[config.mk]
export PLATFORM = sky130hd
export DESIGN_NAME = conv_encoder
export DESIGN_NICKNAME = d
export VERILOG_FILES = /design/src/rtl/conv_pkg.sv /design/src/rtl/conv_sym_gen.sv /design/src/rtl/conv_encoder.sv
export SDC_FILE = /design/constraint.sdc
export NUM_CORES = 1
export LEC_CHECK = 0
export BUFFER_PORTS_ARGS = -buffer_cell sky130_fd_sc_hd__buf_4
export CAP_MARGIN = 20
export CORE_MARGIN = 8
export CORE_UTILIZATION = 53
export CTS_CLUSTER_SIZE = 14
export DETAILED_ROUTE_END_ITERATION = 10
export PLACE_DENSITY = 0.87
export RECOVER_POWER = 100
export SYNTH_ARGS = -nofsm -noshare
export SYNTH_HDL_FRONTEND = slang
export SYNTH_SLANG_ARGS = --single-unit
export TNS_END_PERCENT = 5
[constraint.sdc]
create_clock -name clk -period 2.3 [get_ports clk]
set_input_delay 0.46 -clock clk [delete_from_list [all_inputs] [get_ports clk]]
set_output_delay 0.46 -clock clk [all_outputs]
set_load 0.03 [all_outputs]
[src/rtl/conv_pkg.sv]
// ============================================================================
// Module      : conv_pkg
// Description : Shared constants and types for the K=3 rate-1/2 convolutional
//               encoder and its companion Viterbi decoder.
// Revision    : 1.0 - initial release
// ============================================================================
`default_nettype none

package conv_pkg;

    localparam int SYM_W = 2;
    localparam int K     = 3;

    localparam logic [K-1:0] G1_DEFAULT = 3'b111;
    localparam logic [K-1:0] G2_DEFAULT = 3'b101;

    // Trellis state {u_k-1, u_k-2}, also the decoder's state index.
    typedef logic [K-2:0] trellis_t;

    typedef enum logic [1:0] {
        ST_IDLE  = 2'd0,
        ST_DATA  = 2'd1,
        ST_TAIL1 = 2'd2,
        ST_TAIL2 = 2'd3
    } enc_state_t;

endpackage

`default_nettype wire

[src/rtl/conv_sym_gen.sv]
// ============================================================================
// Module      : conv_sym_gen
// Description : Combinational branch-label generator: {u, sr} -> {g1, g2} and
//               the successor trellis state.
// Revision    : 1.0 - initial release
// ============================================================================
`default_nettype none

module conv_sym_gen
    import conv_pkg::*;
#(
    parameter logic [K-1:0] G1 = G1_DEFAULT,
    parameter logic [K-1:0] G2 = G2_DEFAULT
) (
    input  logic             u,
    input  trellis_t         sr,
    output logic [SYM_W-1:0] sym,
    output trellis_t         sr_next
);

    logic [K-1:0] w_taps;

    assign w_taps  = {u, sr};
    assign sym     = {^(G1 & w_taps), ^(G2 & w_taps)};
    assign sr_next = {u, sr[K-2:1]};

endmodule

`default_nettype wire

[src/rtl/conv_encoder.sv]
// ============================================================================
// Module      : conv_encoder
// Description : Framed rate-1/2 K=3 convolutional encoder, one registered
//               symbol per info bit. Define CONV_ENC_TAIL_EN to append two
//               zero tail symbols per frame (trellis ends in state 00).
// Revision    : 1.0 - initial release
// ============================================================================
`default_nettype none

module conv_encoder
    import conv_pkg::*;
#(
    parameter logic [K-1:0] G1    = G1_DEFAULT,
    parameter logic [K-1:0] G2    = G2_DEFAULT,
    parameter int           CNT_W = 8
) (
    input  logic             clk,
    input  logic             rst,
    input  logic             in_valid,
    output logic             in_ready,
    input  logic             in_bit,
    input  logic             in_last,
    output logic             out_valid,
    input  logic             out_ready,
    output logic [SYM_W-1:0] out_sym,
    output logic             out_last,
    output logic             out_tail,
    output logic             busy,
    output logic [CNT_W-1:0] bit_cnt
);

`ifdef CONV_ENC_TAIL_EN
    localparam bit         c_TAIL_EN      = 1'b1;
    localparam enc_state_t c_ST_AFTER_LAST = ST_TAIL1;
`else
    localparam bit         c_TAIL_EN      = 1'b0;
    localparam enc_state_t c_ST_AFTER_LAST = ST_IDLE;
`endif

    enc_state_t       r_state;
    enc_state_t       w_state_next;
    trellis_t         r_sr;
    trellis_t         w_sr_next;
    logic             r_out_valid;
    logic [SYM_W-1:0] r_out_sym;
    logic [SYM_W-1:0] w_sym;
    logic             r_out_last;
    logic             r_out_tail;
    logic [CNT_W-1:0] r_bit_cnt;
    logic             w_slot_free;
    logic             w_in_ready;
    logic             w_accept;
    logic             w_tail_emit;
    logic             w_tail_final;
    logic             w_u;

    assign w_slot_free = !r_out_valid || out_ready;
    assign w_accept    = in_valid && w_in_ready;
    // Tail symbols encode u=0; a non-accepted cycle also presents 0.
    assign w_u         = w_accept ? in_bit : 1'b0;

    conv_sym_gen #(
        .G1 (G1),
        .G2 (G2)
    ) u_sym_gen (
        .u       (w_u),
        .sr      (r_sr),
        .sym     (w_sym),
        .sr_next (w_sr_next)
    );

    always_ff @(posedge clk) begin
        if (!rst) begin
            r_state <= ST_IDLE;
        end else begin
            r_state <= w_state_next;
        end
    end

    always_comb begin
        w_state_next = r_state;
        case (r_state)
            ST_IDLE, ST_DATA: begin
                if (w_accept) begin
                    w_state_next = in_last ? c_ST_AFTER_LAST : ST_DATA;
                end
            end
`ifdef CONV_ENC_TAIL_EN
            ST_TAIL1: if (w_slot_free) w_state_next = ST_TAIL2;
            ST_TAIL2: if (w_slot_free) w_state_next = ST_IDLE;
`endif
            default:  w_state_next = ST_IDLE;
        endcase
    end

    always_comb begin
        w_in_ready   = 1'b0;
        w_tail_emit  = 1'b0;
        w_tail_final = 1'b0;
        if (rst) begin
            case (r_state)
                ST_IDLE, ST_DATA: w_in_ready = w_slot_free;
`ifdef CONV_ENC_TAIL_EN
                ST_TAIL1: w_tail_emit = w_slot_free;
                ST_TAIL2: begin
                    w_tail_emit  = w_slot_free;
                    w_tail_final = w_slot_free;
                end
`endif
                default: ;
            endcase
        end
    end

    always_ff @(posedge clk) begin
        if (!rst) begin
            r_sr        <= '0;
            r_out_valid <= 1'b0;
            r_out_sym   <= '0;
            r_out_last  <= 1'b0;
            r_out_tail  <= 1'b0;
        end else begin
            if (w_accept) begin
                // Without a tail flush the next frame must still start at 00.
                r_sr <= (in_last && !c_TAIL_EN) ? '0 : w_sr_next;
            end else if (w_tail_emit) begin
                r_sr <= w_tail_final ? '0 : w_sr_next;
            end

            if (w_accept || w_tail_emit) begin
                r_out_valid <= 1'b1;
                r_out_sym   <= w_sym;
                r_out_last  <= w_accept ? (in_last && !c_TAIL_EN) : w_tail_final;
                r_out_tail  <= w_tail_emit;
            end else if (out_ready) begin
                r_out_valid <= 1'b0;
            end
        end
    end

    always_ff @(posedge clk) begin
        if (!rst) begin
            r_bit_cnt <= '0;
        end else if (w_state_next == ST_IDLE && (r_state != ST_IDLE || w_accept)) begin
            r_bit_cnt <= '0;
        end else if (w_accept && r_bit_cnt != {CNT_W{1'b1}}) begin
            r_bit_cnt <= r_bit_cnt + 1'b1;
        end
    end

    assign in_ready  = w_in_ready;
    assign out_valid = r_out_valid;
    assign out_sym   = r_out_sym;
    assign out_last  = r_out_last;
    assign out_tail  = r_out_tail;
    assign busy      = (r_state != ST_IDLE) || r_out_valid;
    assign bit_cnt   = r_bit_cnt;

endmodule

`default_nettype wire

==> qor.txt <==
Clk_lat worst skew: 0.27 ns
Top flip-flop cell by instance count after synthesis: dfxtp_1
Nets: 113
Final Cycle Share: 75.5%
Worst path arrival time: 1.28 ns
Total GRT Usage: 12.5%
Vias: 689
Synth Area in Simple Gates: 27.3%
TritonCTS clock tree: built
Resized cells post-CTS: 0
Actual slew at the worst max-slew pin: 1.04 ns
Asr flop ratio synth: 0%
Starting Density: 57.5%
Syn. warnings: 0
Status: finished clean
Dominant cell type by area after synthesis: dfxtp_1
Synth Area in Adders: 1.65%
Mux cell area share after synthesis: 3.97%
Min cycle time layout: 1.74 ns
Mapped Avg Cell Area: 9.01 µm²
Hold slack: 0.461 ns
Clk root buf: clkbuf_4
First-pass DRT Iterations: 4
IO Port Bufs: 19
Worst Clk Skew: 0.00487 ns
Synth unique cells: 35
TritonCTS Buffers: 3
Number of synthesized register bits: 16
Part of the power in combinational logic: 10.6%
Post-synthesis compound-gate area fraction: 17.5%
Worst setup SP type: flip-flop
Final hold violations: 0
Fin. max-slew vios: 0
CORE AREA: 1320 µm²
Vias per inst: 5.79
H-tree Lvls: 1
First-pass GRT wire length: 2830 µm
Setup bufs post-CTS: 0
Fmax: 0.576 GHz
Leakage: 0.309 nW
Setup violators final: 0
Syn Std Cell Area: 757 µm²
Register share of total power: 59.6%
Hold buffer count at CTS: 0
Largest family of logic cells by synthesized area: simple AND/OR/NAND/NOR gates
Vias in the first global route: 638
P&R area growth vs syn: 14.4%
Clock sinks: 16
Pre-CTS setup slack: 0.562 ns
Avg WL per Cell: 13.8 µm
Initial DRC count: 19
Critical path peak fanout: 5
Internal: 0.000360 W
Worst hold path class: in -> reg
Clock network fraction of total power: 29.8%
Worst Reg-to-Reg Cells: 5
Drt drc: 0
Fin util: 65.7%
Post-route ant nets: 0
Die Width: 53.8 µm
Antenna violations before repair: 0
Post-synth top area share: 42.3%
Max VDD drop: 0.000292 V
Min-Delay Path Depth: 2
Cells after Synth: 84
WL final: 1650 µm
Diodes inserted: 0
Post-DP HPWL: 1270 µm
Largest net degree at the start of global routing: 16
Grt total ovfl: 0
Post-synth EDFFs: 0
CP required: 1.84 ns
Power Density: 552 nW/µm²
Top cells by area, synth: dfxtp_1 (42%), nor2_1 (5.0%), mux2i_1 (4.0%)
Net Sw Frac: 24.7%
Die ar.: 2890 µm²
CP Capture Type: primary output
GP Congestion: 0.800
IO Count: 21
Clock-pin slew on the worst setup and hold paths: 0.09 ns
P_sw: 0.000118 W
Kind of critical path: reg -> out
Slew margin rel.: 30.2%
Std-Cell Rows: 13
Clk buf depth: 2
Max_cap viols: 0
Post-Synth XOR/XNOR Area: 2.31%
Worst Slack Setup Final: 0.564 ns
Share of cells above drive strength 1: 9.62%
Fin Setup TNS: 0 ns
RSZ-0062 raised after global routing: false
Sequential area share after synthesis: 42.3%
Die Ht: 53.8 µm
==> cells by family (layout without fill, tap and decap cells) <==
group	Yosys count	after routing
AND/OR/NAND/NOR	38	38
AO/OA/AOI/OAI	18	18
flip-flops	16	16
buffers and inverters	5	24
multiplexers	3	3
XOR/XNOR	2	2
adder cells (fa/ha/maj)	1	1
other	1	2
==> layer usage <==
| layer | vias up | global-route usage [%] | wire [µm] |
|---|---|---|---|
| met4 | 0 | 3.36 | 10 |
| met3 | 2 | 4.68 | 123 |
| met2 | 22 | 18.5 | 740 |
| li1 | 343 | - | - |
| met1 | 322 | 16.5 | 770 |
| met5 | - | 0 | 0 |
==> flip-flops by register name, summed over array words and instances (netlist names) <==
| name | count |
|---|---|
| r_sr | 2 |
| r_state | 2 |
| out_last | 1 |
| bit_cnt | 8 |
| out_sym | 2 |
| out_valid | 1 |
==> layout make-up <==
| type | count | area (µm²) |
|---|---|---|
| clock buffer | 3 | 22.5 |
| fill | 114 | 452 |
| inverter | 2 | 7.51 |
| multi-input combinational | 64 | 407 |
| sequential | 16 | 320 |
| tap | 15 | 18.8 |
| timing repair buffer | 19 | 90.1 |
==> layout by cell type, fill, tap and decap left out, drive strengths merged, types with 2 or more instances in the layout <==
cell type,netlist,routed
o21ai,4,4
a21boi,2,2
inv,2,2
nand2,5,5
nor2,10,10
nand3b,3,3
dfxtp,16,16
clkbuf,0,17
nor3,5,5
nand4,3,3
nor2b,2,2
a31oi,2,2
mux2i,3,3
a21oi,3,3
buf,3,5
nand2b,4,4
conb,1,2
==> worst max-delay path: stages, from the launching register on <==
cell	delay (ns)
dfxtp_1	0.36
nor2b_1	0.33
nor2_1	0.09
clkbuf_1	0.22
==> power groups by stage <==
stage / clock [W] / combinational [W] / sequential, W
6_report: 0.000142 / 0.0000505 / 0.000285
5_1_grt: 0.000160 / 0.0000549 / 0.000286
4_1_cts: 0.000146 / 0.0000559 / 0.000285
3_5_place_dp: 0 / 0.0000556 / 0.000292
3_3_place_gp: 0 / 0.0000550 / 0.000291
2_1_floorplan: 0 / 0.0000296 / 0.000298
==> per-stage QoR <==
stage / instances / total power, W / instance area, µm²
floorplan: 85 / 0.000328 / 761
global placement: 116 / 0.000346 / 896
detailed placement: 116 / 0.000347 / 896
CTS: 119 / 0.000488 / 918
global route: 119 / 0.000500 / 866
finish: 119 / 0.000478 / 866
==> Yosys cell counts (all sizes together) (2+ instances only) <==
cell type  count
a31oi          2
o21ai          4
nand2b         4
nand4          3
nand3b         3
inv            2
nand2          5
buf            3
nor3           5
dfxtp         16
nor2b          2
a21boi         2
mux2i          3
a21oi          3
nor2          10
==> worst paths after layout <==
kind / slack (ns) / start / end
worst min register to register: 0.48 / r_state[0] / r_state[0]
worst min-delay path: 0.46 / rst / out_valid
worst max register to register: 0.57 / bit_cnt[0] / bit_cnt[1]
worst max-delay path: 0.56 / out_valid / in_ready
Note: power is estimated with default switching activity, not from simulation.
